[config.mk]
export PLATFORM = sky130hd
export DESIGN_NAME = v2f_operand_stage
export DESIGN_NICKNAME = d
export VERILOG_FILES = /design/src/rtl/v2f_pkg.sv /design/src/rtl/v2f_skid_reg.sv /design/src/rtl/v2f_operand_stage.sv
export SDC_FILE = /design/constraint.sdc
export NUM_CORES = 1
export LEC_CHECK = 0
export BUFFER_PORTS_ARGS = -buffer_cell sky130_fd_sc_hd__buf_2
export CAP_MARGIN = 20
export CELL_PAD_IN_SITES_DETAIL_PLACEMENT = 2
export CELL_PAD_IN_SITES_GLOBAL_PLACEMENT = 2
export CORE_ASPECT_RATIO = 1.25
export CORE_UTILIZATION = 44
export CTS_BUF_LIST = sky130_fd_sc_hd__clkbuf_8
export DETAILED_ROUTE_END_ITERATION = 16
export GPL_ROUTABILITY_DRIVEN = 0
export GPL_TIMING_DRIVEN = 0
export PLACE_DENSITY = 0.85
export RECOVER_POWER = 100
export SLEW_MARGIN = 20
export SYNTH_ARGS = -nofsm -noshare
export SYNTH_HDL_FRONTEND = slang
export SYNTH_SLANG_ARGS = --single-unit
[constraint.sdc]
create_clock -name clk -period 3.8 [get_ports clk]
set_input_delay 0.76 -clock clk [delete_from_list [all_inputs] [get_ports clk]]
set_output_delay 0.76 -clock clk [all_outputs]
set_load 0.005 [all_outputs]
[src/rtl/v2f_pkg.sv]
// Shared definitions for the v2f operand stage: occupancy state encoding
// and the width of the optional stall counter.
package v2f_pkg;

    // Occupancy of the 2-entry skid buffer
    typedef enum logic [1:0] {
        EMPTY = 2'd0,   // neither register holds a pair
        ONE   = 2'd1,   // main register only
        FULL  = 2'd2    // main and skid registers
    } v2f_stage_state_e;

    localparam int V2F_STALL_CNT_W = 16;

endpackage

[src/rtl/v2f_skid_reg.sv]
// Generic 2-entry skid buffer. The main register drives the output; the skid
// register catches the one extra word that can arrive while in_ready is still
// high after the consumer stalls. in_ready comes straight from a flop, so no
// combinational path runs from out_ready to in_ready.
module v2f_skid_reg
    import v2f_pkg::*;
#(
    parameter int WIDTH = 64
)
(
    input  logic             clk,
    input  logic             rst_n,
    input  logic             in_valid,
    output logic             in_ready,
    input  logic [WIDTH-1:0] in_data,
    output logic             out_valid,
    input  logic             out_ready,
    output logic [WIDTH-1:0] out_data
);

    v2f_stage_state_e state_reg, state_next;

    logic [WIDTH-1:0] main_data_reg;
    logic [WIDTH-1:0] skid_data_reg;
    logic             main_valid_reg;
    logic             skid_valid_reg;
    logic             in_ready_reg;

    logic in_xfer;
    logic out_xfer;
    logic load_main;
    logic load_skid;
    logic move_skid;

    assign in_xfer  = in_valid && in_ready_reg;
    assign out_xfer = main_valid_reg && out_ready;

    // Occupancy state, valid bits and the registered in_ready
    always_ff @(posedge clk or negedge rst_n) begin
        if (!rst_n) begin
            state_reg      <= EMPTY;
            main_valid_reg <= 1'b0;
            skid_valid_reg <= 1'b0;
            in_ready_reg   <= 1'b1;
        end else begin
            state_reg      <= state_next;
            main_valid_reg <= (state_next != EMPTY);
            skid_valid_reg <= (state_next == FULL);
            in_ready_reg   <= (state_next != FULL);
        end
    end

    // Next occupancy and which register gets written this cycle
    always_comb begin
        state_next = state_reg;
        load_main  = 1'b0;
        load_skid  = 1'b0;
        move_skid  = 1'b0;
        case (state_reg)
            EMPTY: begin
                if (in_xfer) begin
                    load_main  = 1'b1;
                    state_next = ONE;
                end
            end
            ONE: begin
                if (in_xfer && !out_xfer) begin
                    load_skid  = 1'b1;
                    state_next = FULL;
                end else if (in_xfer && out_xfer) begin
                    load_main  = 1'b1;
                end else if (out_xfer) begin
                    state_next = EMPTY;
                end
            end
            FULL: begin
                // in_ready is low here, so only the drain can happen
                if (out_xfer) begin
                    move_skid  = 1'b1;
                    state_next = ONE;
                end
            end
            default: begin
                state_next = EMPTY;
            end
        endcase
    end

    // Data registers; they keep their last value when not written so the
    // outputs never go X while invalid
    always_ff @(posedge clk or negedge rst_n) begin
        if (!rst_n) begin
            main_data_reg <= '0;
            skid_data_reg <= '0;
        end else begin
            if (load_main) begin
                main_data_reg <= in_data;
            end else if (move_skid) begin
                main_data_reg <= skid_data_reg;
            end
            if (load_skid) begin
                skid_data_reg <= in_data;
            end
        end
    end

    assign in_ready  = in_ready_reg;
    assign out_valid = main_valid_reg;
    assign out_data  = main_data_reg;

endmodule

[src/rtl/v2f_operand_stage.sv]
// Registered valid/ready operand stage in front of the binary v2f primitives.
// Operands A and B travel bit-exact through one shared skid buffer.
// Optional feature macro: V2F_STAGE_STATS_EN adds a saturating stall counter.
module v2f_operand_stage
    import v2f_pkg::*;
#(
    parameter int A_WIDTH = 32,
    parameter int B_WIDTH = 32
)
(
    input  logic               clk,
    input  logic               rst_n,
    input  logic               in_valid,
    output logic               in_ready,
    input  logic [A_WIDTH-1:0] in_a,
    input  logic [B_WIDTH-1:0] in_b,
    output logic               out_valid,
    input  logic               out_ready,
    output logic [A_WIDTH-1:0] out_a,
    output logic [B_WIDTH-1:0] out_b
`ifdef V2F_STAGE_STATS_EN
    ,
    output logic [V2F_STALL_CNT_W-1:0] stall_cnt
`endif
);

    localparam int PAIR_W = A_WIDTH + B_WIDTH;

    logic [PAIR_W-1:0] pair_out;

    v2f_skid_reg #(
        .WIDTH (PAIR_W)
    ) u_skid (
        .clk       (clk),
        .rst_n     (rst_n),
        .in_valid  (in_valid),
        .in_ready  (in_ready),
        .in_data   ({in_a, in_b}),
        .out_valid (out_valid),
        .out_ready (out_ready),
        .out_data  (pair_out)
    );

    assign out_a = pair_out[PAIR_W-1:B_WIDTH];
    assign out_b = pair_out[B_WIDTH-1:0];

`ifdef V2F_STAGE_STATS_EN
    logic [V2F_STALL_CNT_W-1:0] stall_cnt_reg;

    // Count cycles where a pair waits on the consumer; stick at all-ones
    always_ff @(posedge clk or negedge rst_n) begin
        if (!rst_n) begin
            stall_cnt_reg <= '0;
        end else if (out_valid && !out_ready && (stall_cnt_reg != '1)) begin
            stall_cnt_reg <= stall_cnt_reg + {{(V2F_STALL_CNT_W-1){1'b0}}, 1'b1};
        end
    end

    assign stall_cnt = stall_cnt_reg;
`else
    // No stall statistics in this build; the datapath is unchanged.
`endif

endmodule
==> After elaboration in Yosys (flattened, before gate mapping) <==
Index checks and enable logic that the tools add are counted.
{ "word_totals": {"register_bits": 132, "inputBits": 68, "out_inout_bits": 66, "wordCells": 32} }
{ "op_classes": {"eq_ne": 3, "n_mux": 16, "n_reduce_logical": 8} }
{ "op_table": {"columns": ["cell", "n"], "rows": [
  ["two-way mux 64 bit", 2],
  ["two-way mux 2 bit", 5],
  ["two-way mux 1 bit", 7],
  ["one-hot mux 2 bit (3 select lines)", 1],
  ["logical AND 1 bit", 4],
  ["nonzero test 2 bit", 2],
  ["== test 2 x 1 -> 1 bit, second input constant", 1],
  ["== test 2 bit, second input constant", 1],
  ["logical NOT 2 bit", 1],
  ["inequality test 2 bit, second input constant", 1],
  ["one-hot mux 1 bit (2 select lines)", 1],
  ["logical NOT 1 bit", 1]
]} }

==> Logic depth before layout (Yosys ltp) <==
{ "depth": {"depth_word": 6, "ltp_mapped": 5, "depth_no_buf": 3} }

==> Worst setup path after synthesis <==
Ideal clock, no wire load.
{ "synth_path": {"path_kind": "in2reg", "start": "input port out_ready", "end": "register u_skid.main_data_reg[10], in the netlist u_skid.out_data[10]", "setup_time_ns": 0.125, "arrival_time_ns": 1.732, "required_ns": 3.675, "setup_slack_ns": 1.943, "path_stages": 5, "path_buffers": 2, "path_cell_list": "nand4b_1 buf_6 buf_12 mux2_4 mux2_4"} }
{ "synth_between": {"elab_chain_cells": 6, "word_cells_on_any_way": 11, "classes_between": "6 x mux; 5 x reduce/logical"} }
{ "synth_rtl": {"columns": ["item", "line", "rtl"], "rows": [
  ["start: declaration", "v2f_operand_stage.sv:18", "input logic out_ready,"],
  ["logical AND 1 bit *", "v2f_skid_reg.sv:36", "assign out_xfer = main_valid_reg && out_ready;"],
  ["logical AND 1 bit / logical NOT 1 bit (equally long branches)", "v2f_skid_reg.sv:70, v2f_skid_reg.sv:67", null],
  ["two-way mux 1 bit / logical AND 1 bit (equally long branches)", "v2f_skid_reg.sv:70, v2f_skid_reg.sv:67", null],
  ["two-way mux 1 bit", "v2f_skid_reg.sv:67", "if (in_xfer && !out_xfer) begin"],
  ["one-hot mux 1 bit (2 select lines)", "v2f_skid_reg.sv:59", "case (state_reg)"],
  ["two-way mux 64 bit / nonzero test 2 bit (equally long branches)", null, null],
  ["end signal: assignment", "v2f_skid_reg.sv:97", "main_data_reg <= in_data;"],
  ["end signal: assignment", "v2f_skid_reg.sv:99", "main_data_reg <= skid_data_reg;"],
  ["end: declaration", "v2f_skid_reg.sv:23", "logic [WIDTH-1:0] main_data_reg;"]
]} }
Every way passes the cells marked *; elsewhere a longest branch is shown, timed or not.
A chain may end at the register's enable or synchronous reset.

==> Final worst setup path <==
{ "layout_path": {"start": "input port out_ready", "end": "register u_skid.main_data_reg[33], in the netlist u_skid.out_data[33]"} }
The elaborated chain is that of the path after synthesis.

==> flow_metrics.tcl <==
set metrics [dict create \
    status "finished with violations" \
    violations "max-capacitance violations, max-slew violations" \
    power.switching_uw 1900 \
    critPathKind "in -> reg" \
    p_int_uw 4316 \
    final.fill_count 1361 \
    max_freq_ghz 0.3825 \
    maxSlewHeadroom -0.2896 \
    dpl.cell_count 669 \
    drc_errors 0 \
    finalSetupTns_ns 0 \
    setup_viol 0 \
    final_cells 702 \
    yosysSeqAreaShare 0.5289 \
    cts_sinks 132 \
    p_leak_uw 0.003532 \
    cp_top_family "buffers and inverters" \
    drt-total-wl_um 14400 \
    synth_compound_area_frac 0.007210 \
    grt_max_degree 78 \
    regArea_um2 3304 \
    critPathMaxStageDelay_ns 0.71 \
    first_pass_iters 4 \
    holdWs_ns 0.2230 \
    cp_max_fo 10 \
    ctsResizeCount 0 \
    io_pins 134 \
    numCtsBuffers 17 \
    cts_setup_buffers 0 \
    first_global_vias 4297 \
    num_vias 3518 \
    yosysTopAreaCellShare 0.5247 \
    yosysUniqueCellTypes 21 \
    drive_gt1_frac 0.4582 \
    grt.overflow.total 0 \
    ys_ff_latch 132 \
    syn-num-nets 428 \
    pwr-share-clk 0.200 \
    hold_buffers 0 \
    min_period_ns 2.614 \
    arrival_ns 2.94 \
    dp.final_hpwl_um 10310 \
    htree_levels 4 \
    clock-root-buffer "clkbuf_8" \
    numPortBuffers 133 \
    die_y_um 135.2 \
    final_nets 581 \
    synth_top_family_by_area "multiplexers" \
    clock_latency_ns 0.44 \
    core_area_um2 13810 \
    maxSlewViolCount 78 \
    crit_buf_inv 3 \
    start_util 0.4523 \
    multi_input_area_um2 2552 \
    cp_slowest_cell "clkbuf_1" \
    chipWidth_um 108.6 \
    seqPwrFrac 0.413 \
    synthTopCellsByArea "dfrtp_1 (52%), mux2_4 (29%), mux2_1 (6.8%), mux2_2 (6.1%), buf_12 (1.9%)" \
    yosysWarnings 0 \
    syn_to_final_growth_pct 17.06 \
    cts_tree "yes" \
    hp-class "in -> async" \
    powerDensity_nw_per_um2 849.9 \
    fin_skew_ns 0.006678 \
    routed_via_density 5.011 \
    critPathLaunchType "primary input" \
    grtUsageTotal 0.2132 \
    tightest_slew_ns 1.934 \
    drt_iter0_drc 38 \
    ant_nets 0 \
    synthCells 360 \
    hold_viol 0 \
    rsz0062_at_grt "false" \
    worstPathCellList "buf_2, a21boi_0, nand2b_1, clkbuf_1, clkbuf_1, mux2_4" \
    yosys.area.top_type "dfrtp_1" \
    antenna_found_initial 0 \
    synth.avg_cell_area_um2 17.35 \
    critPathRequiredTime_ns 4.12 \
    synth_xor_area_frac 0 \
    path_clk_slew_ns 0.07 \
    final_common_cell "dfrtp_1" \
    ir_worst_vdd_v 0.0003116 \
    synth-simple-area-share 0.007410 \
    row_count 48 \
    cp-end-kind "register" \
    cap_violations 1 \
    p_comb_frac 0.387 \
    period_share 0.6880 \
    dieArea_um2 14680 \
    wl_per_cell_um 20.51 \
    final_cell_mix "dfrtp_1 (131), buf_2 (88), mux2_1 (81)" \
    cpMostUsedCell "clkbuf_1" \
    p_sw_frac 0.3057 \
    cts_buffer_depth 2 \
    synthAdderAreaFrac 0 \
    synthMuxAreaShare 0.4198 \
    syn_area_um2 6247 \
    grt_pass1_wl_um 23140 \
]
## kinds of logic (layout without fill, tap and decap cells)
kind of cell           count (synthesis)  in the layout
AOI/OAI and AO/OA                      7              7
muxes                                193            193
DFF                                  132            132
and+or+nand+nor                        7              7
buffers and inverters                 21            187
other                                  0              1
## path summary, 6_finish.rpt
path / startpoint / end / slack [ns] / cells past startpoint
min: rst_n / u_skid.skid_data_reg[38] / 0.22 / 1
max reg2reg: u_skid.state_reg[0] / u_skid.out_data[33] / 1.19 / 5
min in group clk: u_skid.skid_data_reg[25] / u_skid.skid_data_reg[25] / 0.50 / 1
max in group asynchronous: rst_n / u_skid.skid_data_reg[7] / 1.35 / 2
max: out_ready / u_skid.out_data[33] / 1.19 / 6
min reg2reg: u_skid.skid_data_reg[25] / u_skid.skid_data_reg[25] / 0.50 / 1
## power by group through the flow
stage / Combinational (uW) / Sequential [uW] / Clock (uW)
6_report: 2410 / 2570 / 1250
5_1_grt: 2620 / 2660 / 1340
4_1_cts: 2870 / 2570 / 1290
3_5_place_dp: 2840 / 2580 / 0
3_3_place_gp: 2680 / 2500 / 0
2_1_floorplan: 2010 / 2510 / 0
## area by class of cell
type,count,share of cell area
clock buffers,24,0.04517
well taps,175,0.02994
flip-flops and latches,132,0.4518
repair buffers,134,0.08554
multi-input cells,207,0.3490
diodes,1,0.0003422
clock inverters,8,0.01300
plain buffers,21,0.02515
## cells in the mapped netlist
cell type and count:
mux2_2 34, mux2i_1 1, o21ai_0 2, and2_1 1
nand2_1 2, a21boi_2 1, buf_6 1, mux2_1 38
and3b_2 1, mux2_4 120, a21oi_1 2, dfstp_2 1
nand4b_1 1, dfrtp_1 131, or2b_1 1, nand2b_1 1
o21a_1 1, buf_12 6, buf_4 11, buf_2 3
o22ai_1 1
## metal layers
layer / up-vias / GRT usage / wire [um]
met1: 1824 / 0.2369 / 5582
met3: 19 / 0.04954 / 565
met4: 0 / 0.08333 / 259
li1: 1594 / - / -
met5: - / 0 / 0
met2: 81 / 0.3882 / 7994
## per-stage QoR
step / utilization / power, uW / cell area (um^2) / setup WS (ns)
3_5_place_dp: 0.5190 / 5424 / 7169 / 1.602
6_report: 0.5294 / 6216 / 7313 / 1.186
5_1_grt: 0.5293 / 6618 / 7311 / 0.9375
4_1_cts: 0.5498 / 6734 / 7595 / 1.890
3_3_place_gp: 0.5163 / 5177 / 7132 / 0.2084
2_1_floorplan: - / 4514 / 6247 / 1.943
(Power assumes the default switching activity.)
